**config.mk**
```make
export PLATFORM = sky130hd
export DESIGN_NAME = uart_rx_ctrl
export DESIGN_NICKNAME = d
export VERILOG_FILES = /design/src/rtl/uart_pkg.sv /design/src/rtl/uart_rx_sync.sv /design/src/rtl/uart_rx_ctrl.sv
export SDC_FILE = /design/constraint.sdc
export NUM_CORES = 1
export LEC_CHECK = 0
export CAP_MARGIN = 20
export CORE_MARGIN = 2
export CORE_UTILIZATION = 59
export DETAILED_ROUTE_END_ITERATION = 7
export PLACE_DENSITY_LB_ADDON = 0.2
export SETUP_SLACK_MARGIN = 0.4
export SYNTH_ARGS = -nofsm -noshare
export SYNTH_HDL_FRONTEND = slang
export SYNTH_SLANG_ARGS = --single-unit
```
**constraint.sdc**
```tcl
create_clock -name clk_i -period 6.5 [get_ports clk_i]
set_clock_uncertainty 0.05 [all_clocks]
set_input_delay 0.65 -clock clk_i [delete_from_list [all_inputs] [get_ports clk_i]]
set_output_delay 0.65 -clock clk_i [all_outputs]
set_load 0.005 [all_outputs]
```
**src/rtl/uart_pkg.sv**
```systemverilog
// ---------------------------------------------------------------------------
// uart_pkg: shared types and constants for the UART receive path.
//   rx_state_e   - receive sequencer states
//   DATA_BITS    - data bits per frame
//   FRAME_SHIFTS - shift strobes per frame (data bits plus parity)
//   cnt_width()  - baud counter width for a given clocks-per-bit value
// ---------------------------------------------------------------------------
package uart_pkg;

    typedef enum logic [1:0] {
        StIdle,
        StStart,
        StData,
        StStop
    } rx_state_e;

    localparam int unsigned DATA_BITS    = 8;
    localparam int unsigned FRAME_SHIFTS = DATA_BITS + 1;

    function automatic int unsigned cnt_width(input int unsigned clks);
        return (clks > 1) ? $clog2(clks) : 1;
    endfunction

endpackage

```
**src/rtl/uart_rx_sync.sv**
```systemverilog
// ---------------------------------------------------------------------------
// uart_rx_sync: two-flop synchroniser for the raw RX line plus falling-edge
// detect on the synchronised value. All flops reset to 1 (idle line).
//   clk_i    - system clock
//   rst_ni   - asynchronous active-low reset
//   rx_i     - raw serial line, asynchronous to clk_i
//   rx_s_o   - synchronised line value
//   rx_fall_o- high for one cycle when rx_s_o goes 1 -> 0
// ---------------------------------------------------------------------------
module uart_rx_sync (
    input  logic clk_i,
    input  logic rst_ni,
    input  logic rx_i,
    output logic rx_s_o,
    output logic rx_fall_o
);

    logic rx_meta_q;
    logic rx_s_q;
    logic rx_prev_q;

    always_ff @(posedge clk_i or negedge rst_ni) begin
        if (!rst_ni) begin
            rx_meta_q <= 1'b1;
            rx_s_q    <= 1'b1;
            rx_prev_q <= 1'b1;
        end else begin
            rx_meta_q <= rx_i;
            rx_s_q    <= rx_meta_q;
            rx_prev_q <= rx_s_q;
        end
    end

    assign rx_s_o    = rx_s_q;
    assign rx_fall_o = rx_prev_q & ~rx_s_q;

endmodule

```
**src/rtl/uart_rx_ctrl.sv**
```systemverilog
// ---------------------------------------------------------------------------
// uart_rx_ctrl: receive-side sequencer. Detects and validates the start bit,
// emits mid-bit shift strobes for an external 9-bit right-shift register
// (8 data bits LSB first, then parity), checks parity and stop bit and
// reports frame completion.
//
// Optional build macro UART_RX_MAJORITY_EN: every sample point uses a 2-of-3
// majority over three consecutive rx_s values; all strobes move one cycle
// later.
//
// Ports:
//   clk_i        - system clock, rising edge
//   rst_ni       - asynchronous active-low reset
//   rx_i         - raw serial line, idle high
//   sin_o        - sampled bit value to the shift register SIn
//   shift_en_o   - one-cycle shift strobe to the shift register ena
//   reg_clr_n_o  - active-low one-cycle clear to the shift register
//   busy_o       - high from start detection until back in idle
//   rx_done_o    - one-cycle pulse, shift register holds {parity, data}
//   parity_err_o - parity mismatch on the last frame (held)
//   frame_err_o  - stop bit sampled low on the last frame (held)
// ---------------------------------------------------------------------------
module uart_rx_ctrl
    import uart_pkg::*;
#(
    parameter int unsigned CLKS_PER_BIT = 5208,
    parameter bit          PARITY_ODD   = 1'b0
) (
    input  logic clk_i,
    input  logic rst_ni,
    input  logic rx_i,
    output logic sin_o,
    output logic shift_en_o,
    output logic reg_clr_n_o,
    output logic busy_o,
    output logic rx_done_o,
    output logic parity_err_o,
    output logic frame_err_o
);

    localparam int unsigned CntW = cnt_width(CLKS_PER_BIT);

    // Majority mode decides one cycle later so the three votes straddle the
    // original sample point; the counter never has to exceed CLKS_PER_BIT-1.
`ifdef UART_RX_MAJORITY_EN
    localparam logic [CntW-1:0] StartPt = CntW'(CLKS_PER_BIT / 2);
`else
    localparam logic [CntW-1:0] StartPt = CntW'(CLKS_PER_BIT / 2 - 1);
`endif
    localparam logic [CntW-1:0] BitPt   = CntW'(CLKS_PER_BIT - 1);
    localparam logic [3:0]      LastIdx = 4'(FRAME_SHIFTS - 1);

    logic rx_s;
    logic rx_fall;
    logic sample;

    uart_rx_sync u_sync (
        .clk_i     (clk_i),
        .rst_ni    (rst_ni),
        .rx_i      (rx_i),
        .rx_s_o    (rx_s),
        .rx_fall_o (rx_fall)
    );

`ifdef UART_RX_MAJORITY_EN
    logic [1:0] hist_q;

    always_ff @(posedge clk_i or negedge rst_ni) begin
        if (!rst_ni) begin
            hist_q <= 2'b11;
        end else begin
            hist_q <= {hist_q[0], rx_s};
        end
    end

    assign sample = (hist_q[1] & hist_q[0]) | (hist_q[1] & rx_s) | (hist_q[0] & rx_s);
`else
    assign sample = rx_s;
`endif

    rx_state_e       state_q, state_d;
    logic [CntW-1:0] cnt_q, cnt_d;
    logic [3:0]      idx_q, idx_d;
    logic            acc_q, acc_d;
    logic            sin_q, sin_d;
    logic            shift_en_q, shift_en_d;
    logic            reg_clr_n_q, reg_clr_n_d;
    logic            busy_q, busy_d;
    logic            rx_done_q, rx_done_d;
    logic            perr_q, perr_d;
    logic            ferr_q, ferr_d;

    always_ff @(posedge clk_i or negedge rst_ni) begin
        if (!rst_ni) begin
            state_q     <= StIdle;
            cnt_q       <= '0;
            idx_q       <= '0;
            acc_q       <= 1'b0;
            sin_q       <= 1'b1;
            shift_en_q  <= 1'b0;
            reg_clr_n_q <= 1'b0;
            busy_q      <= 1'b0;
            rx_done_q   <= 1'b0;
            perr_q      <= 1'b0;
            ferr_q      <= 1'b0;
        end else begin
            state_q     <= state_d;
            cnt_q       <= cnt_d;
            idx_q       <= idx_d;
            acc_q       <= acc_d;
            sin_q       <= sin_d;
            shift_en_q  <= shift_en_d;
            reg_clr_n_q <= reg_clr_n_d;
            busy_q      <= busy_d;
            rx_done_q   <= rx_done_d;
            perr_q      <= perr_d;
            ferr_q      <= ferr_d;
        end
    end

    always_comb begin
        state_d     = state_q;
        cnt_d       = cnt_q + 1'b1;
        idx_d       = idx_q;
        acc_d       = acc_q;
        sin_d       = sin_q;
        shift_en_d  = 1'b0;
        reg_clr_n_d = 1'b1;
        busy_d      = busy_q;
        rx_done_d   = 1'b0;
        perr_d      = perr_q;
        ferr_d      = ferr_q;

        unique case (state_q)
            StIdle: begin
                cnt_d = '0;
                if (rx_fall) begin
                    state_d = StStart;
                    busy_d  = 1'b1;
                end
            end
            StStart: begin
                if (cnt_q == StartPt) begin
                    cnt_d = '0;
                    if (sample) begin
                        // Line back high at mid start bit: glitch, not a frame.
                        state_d = StIdle;
                        busy_d  = 1'b0;
                    end else begin
                        state_d     = StData;
                        reg_clr_n_d = 1'b0;
                        perr_d      = 1'b0;
                        ferr_d      = 1'b0;
                        acc_d       = PARITY_ODD;
                        idx_d       = '0;
                    end
                end
            end
            StData: begin
                // Counter restarts at mid start bit, so BitPt lands mid-bit.
                if (cnt_q == BitPt) begin
                    cnt_d      = '0;
                    sin_d      = sample;
                    shift_en_d = 1'b1;
                    acc_d      = acc_q ^ sample;
                    if (idx_q == LastIdx) begin
                        state_d = StStop;
                    end else begin
                        idx_d = idx_q + 1'b1;
                    end
                end
            end
            StStop: begin
                if (cnt_q == BitPt) begin
                    cnt_d     = '0;
                    ferr_d    = ~sample;
                    perr_d    = acc_q;
                    rx_done_d = 1'b1;
                    busy_d    = 1'b0;
                    state_d   = StIdle;
                end
            end
            default: begin
                state_d = StIdle;
                cnt_d   = '0;
            end
        endcase
    end

    assign sin_o        = sin_q;
    assign shift_en_o   = shift_en_q;
    assign reg_clr_n_o  = reg_clr_n_q;
    assign busy_o       = busy_q;
    assign rx_done_o    = rx_done_q;
    assign parity_err_o = perr_q;
    assign frame_err_o  = ferr_q;

endmodule

```
==> run_summary.xml <==
<?xml version="1.0" encoding="UTF-8"?>
<metrics>
  <group name="outcome">
    <metric name="outcome" unit="">finished clean</metric>
  </group>
  <group name="timing">
    <metric name="finalSetupTns" unit="ps">0</metric>
    <metric name="hold_ws" unit="ps">313.5</metric>
    <metric name="worst_pin_slew" unit="ps">1010</metric>
    <metric name="slew-limit-headroom" unit="%">32.34</metric>
    <metric name="timing.final.max_slew_violations" unit="">0</metric>
    <metric name="period_minus_slack" unit="ps">2937</metric>
    <metric name="final_period_utilization" unit="%">45.18</metric>
    <metric name="timing.fmax" unit="GHz">0.3405</metric>
    <metric name="grt_setup_unrepaired" unit="">no</metric>
    <metric name="final_hold_violating_endpoints" unit="">0</metric>
    <metric name="setup_viol" unit="">0</metric>
  </group>
  <group name="yosys">
    <metric name="ys_seq_elements" unit="">30</metric>
    <metric name="top_reg_cell_synth" unit="">sky130_fd_sc_hd__dfrtp_1</metric>
    <metric name="synth.net_count" unit="">150</metric>
    <metric name="synth_edf_count" unit="">0</metric>
    <metric name="async_flop_share" unit="%">100.0</metric>
    <metric name="synth_sequential_area_ratio" unit="%">52.57</metric>
    <metric name="mappedNetlistArea" unit="sq mm">0.001438</metric>
    <metric name="post_synth_inst_count" unit="">144</metric>
    <metric name="post_synth.cell_area_avg" unit="sq um">9.984</metric>
    <metric name="ys_types" unit="">34</metric>
    <metric name="synth_warnings" unit="">0</metric>
  </group>
  <group name="setup_path">
    <metric name="max_stage_delay" unit="ps">760</metric>
    <metric name="worst_path_max_delay_cell" unit="">sky130_fd_sc_hd__a31oi_1</metric>
    <metric name="r2r_slack" unit="ps">3560</metric>
    <metric name="reg2regPathDepth" unit="">6</metric>
    <metric name="cp_cell_sequence" unit="">ha_1 -&gt; or3b_1 -&gt; nor4_2 -&gt; nor2_1 -&gt; a31oi_1 -&gt; nor2_1</metric>
    <metric name="cp-startpoint" unit="">cnt_q[0]$_DFF_PN0_</metric>
    <metric name="r2r-end" unit="">cnt_q[12]$_DFF_PN0_</metric>
    <metric name="crit_required" unit="ps">6620</metric>
    <metric name="worst_setup_path_class" unit="">register to register</metric>
    <metric name="critPathMostFrequentCell" unit="">sky130_fd_sc_hd__nor2_1</metric>
    <metric name="critical_path.max_fanout" unit="">13</metric>
    <metric name="worst_setup_path_endpoint" unit="">cnt_q[12]$_DFF_PN0_</metric>
    <metric name="timing.critical_path.arrival" unit="ps">3060</metric>
    <metric name="critical_path_startpoint_category" unit="">register</metric>
    <metric name="crit_path_end_kind" unit="">register</metric>
    <metric name="regToRegStartpoint" unit="">cnt_q[0]$_DFF_PN0_</metric>
  </group>
  <group name="cts">
    <metric name="cts_repair_resize_count" unit="">0</metric>
    <metric name="cts.clk_slew.worst_paths" unit="ps">100</metric>
    <metric name="cts.hold.buffers_added" unit="">0</metric>
    <metric name="postCtsSetupRepairBufs" unit="">0</metric>
    <metric name="worstSkewPairLatency" unit="ps">330</metric>
    <metric name="cts_bufs_inserted" unit="">5</metric>
    <metric name="clock_tree.root_cell" unit="">sky130_fd_sc_hd__clkbuf_4</metric>
    <metric name="cts.sinks" unit="">30</metric>
    <metric name="cts.htree.levels" unit="">2</metric>
    <metric name="tritoncts" unit="">yes</metric>
    <metric name="cts_buffer_depth" unit="">2</metric>
  </group>
  <group name="final_layout">
    <metric name="finalInstanceArea" unit="sq mm">0.001632</metric>
    <metric name="drive_above_1_share" unit="%">10.13</metric>
    <metric name="flow.area_growth_from_synthesis" unit="%">13.49</metric>
    <metric name="reg_with_most_ffs" unit="">cnt_q</metric>
    <metric name="top_regs" unit="">cnt_q: 13 flops, idx_q: 4 flops</metric>
    <metric name="largest_register_ff_count" unit="">13</metric>
    <metric name="finalNetCount" unit="">163</metric>
    <metric name="n_fill_cell" unit="">161</metric>
    <metric name="insertedDiodeCount" unit="">0</metric>
    <metric name="finalCoreUtilization" unit="%">72.36</metric>
  </group>
  <group name="floorplan">
    <metric name="start_util" unit="%">63.76</metric>
    <metric name="core_area" unit="sq mm">0.002255</metric>
    <metric name="top_level_ports" unit="">10</metric>
    <metric name="die_area" unit="sq mm">0.002847</metric>
    <metric name="overall_die_height" unit="microns">53.36</metric>
    <metric name="die-width" unit="microns">53.36</metric>
    <metric name="number_of_rows_created_at_floorplan" unit="">17</metric>
  </group>
  <group name="global_routing">
    <metric name="via_count_of_the_first_global_routing_pass" unit="">1050</metric>
    <metric name="grt_antenna_before_repair" unit="">0</metric>
    <metric name="grt_max_degree" unit="">31</metric>
    <metric name="grt_first_pass_wirelength" unit="microns">4905</metric>
    <metric name="globalRouteOverflowTotal" unit="">0</metric>
    <metric name="groute.usage.overall" unit="%">24.61</metric>
  </group>
  <group name="detailed_routing">
    <metric name="drt-initial-drc-count" unit="">36</metric>
    <metric name="route.vias.total" unit="">1074</metric>
    <metric name="vias_per_cell" unit="">5.774</metric>
    <metric name="wl_per_cell" unit="microns">14.12</metric>
    <metric name="route.antenna.remaining_nets" unit="">0</metric>
    <metric name="post-route-drc-count" unit="">0</metric>
    <metric name="detail_route.wirelength" unit="microns">2627</metric>
    <metric name="drt_first_pass_iters" unit="">4</metric>
  </group>
  <group name="min_path">
    <metric name="timing.hold.worst.class" unit="">register to register</metric>
  </group>
  <group name="placed_design">
    <metric name="placed_area" unit="sq mm">0.001554</metric>
    <metric name="place_hpwl" unit="microns">1868</metric>
    <metric name="portBuffers" unit="">9</metric>
    <metric name="place_congestion" unit="">0.8377</metric>
  </group>
  <group name="power_and_ir_drop">
    <metric name="power_after_layout" unit="uW">428.5</metric>
    <metric name="power-per-cell-area" unit="mW/mm^2">262.7</metric>
    <metric name="power.static_leakage" unit="nW">0.6999</metric>
    <metric name="power.ir.vdd_worst" unit="mV">0.2314</metric>
  </group>
  <group name="run">
    <metric name="maxCapViolCount" unit="">0</metric>
  </group>
</metrics>
[power by group]
| group | leakage [nW] | switching (mW) | internal (mW) | total [mW] |
|---|---|---|---|---|
| sequential | 0.385 | 0.0241 | 0.205 | 0.229 |
| combinational | 0.270 | 0.0284 | 0.0252 | 0.0537 |
| clock | 0.0450 | 0.0660 | 0.0796 | 0.146 |
[how the worst min path moves through the flow]
| stage | start | endpoint | slack (ps) | cells past startpoint |
|---|---|---|---|---|
| after floorplan | rst_ni | async pin | 300 | 0 |
| after global placement | u_sync.rx_meta_q$_DFF_PN1_ | u_sync.rx_s_o$_DFF_PN1_ | 300 | 0 |
| after detailed placement | u_sync.rx_meta_q$_DFF_PN1_ | u_sync.rx_s_o$_DFF_PN1_ | 300 | 0 |
| after CTS | u_sync.rx_meta_q$_DFF_PN1_ | u_sync.rx_s_o$_DFF_PN1_ | 310 | 0 |
| after global routing | u_sync.rx_meta_q$_DFF_PN1_ | u_sync.rx_s_o$_DFF_PN1_ | 320 | 0 |
| final | u_sync.rx_meta_q$_DFF_PN1_ | u_sync.rx_s_o$_DFF_PN1_ | 310 | 0 |
[synth_stat cells, types with 2 or more instances]
library cell | number | area (sq um)
sky130_fd_sc_hd__nor4_1 | 2 | 12.51
sky130_fd_sc_hd__inv_1 | 5 | 18.77
sky130_fd_sc_hd__nand2_1 | 15 | 56.30
sky130_fd_sc_hd__dfstp_2 | 4 | 105.1
sky130_fd_sc_hd__mux2i_1 | 2 | 20.02
sky130_fd_sc_hd__and3_1 | 3 | 18.77
sky130_fd_sc_hd__nand3_1 | 8 | 40.04
sky130_fd_sc_hd__nand4_1 | 5 | 31.28
sky130_fd_sc_hd__a31oi_1 | 2 | 12.51
sky130_fd_sc_hd__ha_1 | 3 | 37.54
sky130_fd_sc_hd__nand3b_1 | 3 | 22.52
sky130_fd_sc_hd__nor2b_1 | 4 | 25.02
sky130_fd_sc_hd__a21oi_1 | 4 | 20.02
sky130_fd_sc_hd__xor2_1 | 9 | 78.83
sky130_fd_sc_hd__nor2_1 | 20 | 75.07
sky130_fd_sc_hd__o21ai_0 | 5 | 25.02
sky130_fd_sc_hd__dfrtp_1 | 26 | 650.6
sky130_fd_sc_hd__xnor2_1 | 4 | 35.03
sky130_fd_sc_hd__nand2b_1 | 3 | 18.77
sky130_fd_sc_hd__clkbuf_1 | 3 | 11.26
[critical path: cells and delay by family, from the launching register on]
kind                     cells  cell delay (ps)
adder cells (fa/ha/maj)      1              230
AND/OR/NAND/NOR              4             1340
AO/OA/AOI/OAI                1              760
flip-flops                   1              400
[cell usage in the layout (no fill, tap or decap), types with 3 or more instances in the layout]
cell type / synthesis / layout
sky130_fd_sc_hd__dfrtp_1: 26 / 26
sky130_fd_sc_hd__nand2_1: 15 / 15
sky130_fd_sc_hd__ha_1: 3 / 3
sky130_fd_sc_hd__inv_1: 5 / 5
sky130_fd_sc_hd__nor2_1: 20 / 20
sky130_fd_sc_hd__xnor2_1: 4 / 4
sky130_fd_sc_hd__nand4_1: 5 / 5
sky130_fd_sc_hd__nand3b_1: 3 / 3
sky130_fd_sc_hd__xor2_1: 9 / 9
sky130_fd_sc_hd__nand3_1: 8 / 8
sky130_fd_sc_hd__clkbuf_4: 0 / 5
sky130_fd_sc_hd__nor2b_1: 4 / 4
sky130_fd_sc_hd__nand2b_1: 3 / 3
sky130_fd_sc_hd__and3_1: 3 / 3
sky130_fd_sc_hd__dfstp_2: 4 / 4
sky130_fd_sc_hd__clkdlybuf4s50_1: 0 / 9
sky130_fd_sc_hd__o21ai_0: 5 / 5
sky130_fd_sc_hd__a21oi_1: 4 / 4
[routing by layer]
metal  GRT usage [%]  wire length, microns
met1           34.07                  1272
met2           35.39                  1182
met4           12.39                    44
met5               0                     0
met3           6.215                   127
[metrics by stage]
step                instances  worst slack (ps)
floorplan                 144              4092
detailed placement        178              3556
finish                    186              3563
global placement          178              3675
CTS                       186              3537
global route              186              3214
[final cells by class]
| class | count | area [sq um] | share of cell area, % |
|---|---|---|---|
| Clock buffer | 5 | 37.54 | 2.301 |
| Inverter | 5 | 18.77 | 1.150 |
| Timing Repair Buffer | 10 | 97.59 | 5.982 |
| Sequential cell | 30 | 755.7 | 46.32 |
| Tap cell | 28 | 35.03 | 2.147 |
| Clock inverter | 3 | 40.04 | 2.454 |
| Multi-Input combinational cell | 105 | 646.9 | 39.65 |
[kinds of logic (layout without fill, tap and decap cells)]
group / Yosys count / in the layout / share of synthesized area (%)
adder cells (fa/ha/maj): 3 / 3 / 2.611
buffers and inverters: 9 / 23 / 2.437
XOR/XNOR: 13 / 13 / 7.920
multiplexers: 2 / 2 / 1.393
AO/OA/AOI/OAI: 14 / 14 / 5.657
flip-flops: 30 / 30 / 52.57
AND/OR/NAND/NOR: 73 / 73 / 27.41
Note: power is estimated with default switching activity, not from simulation.
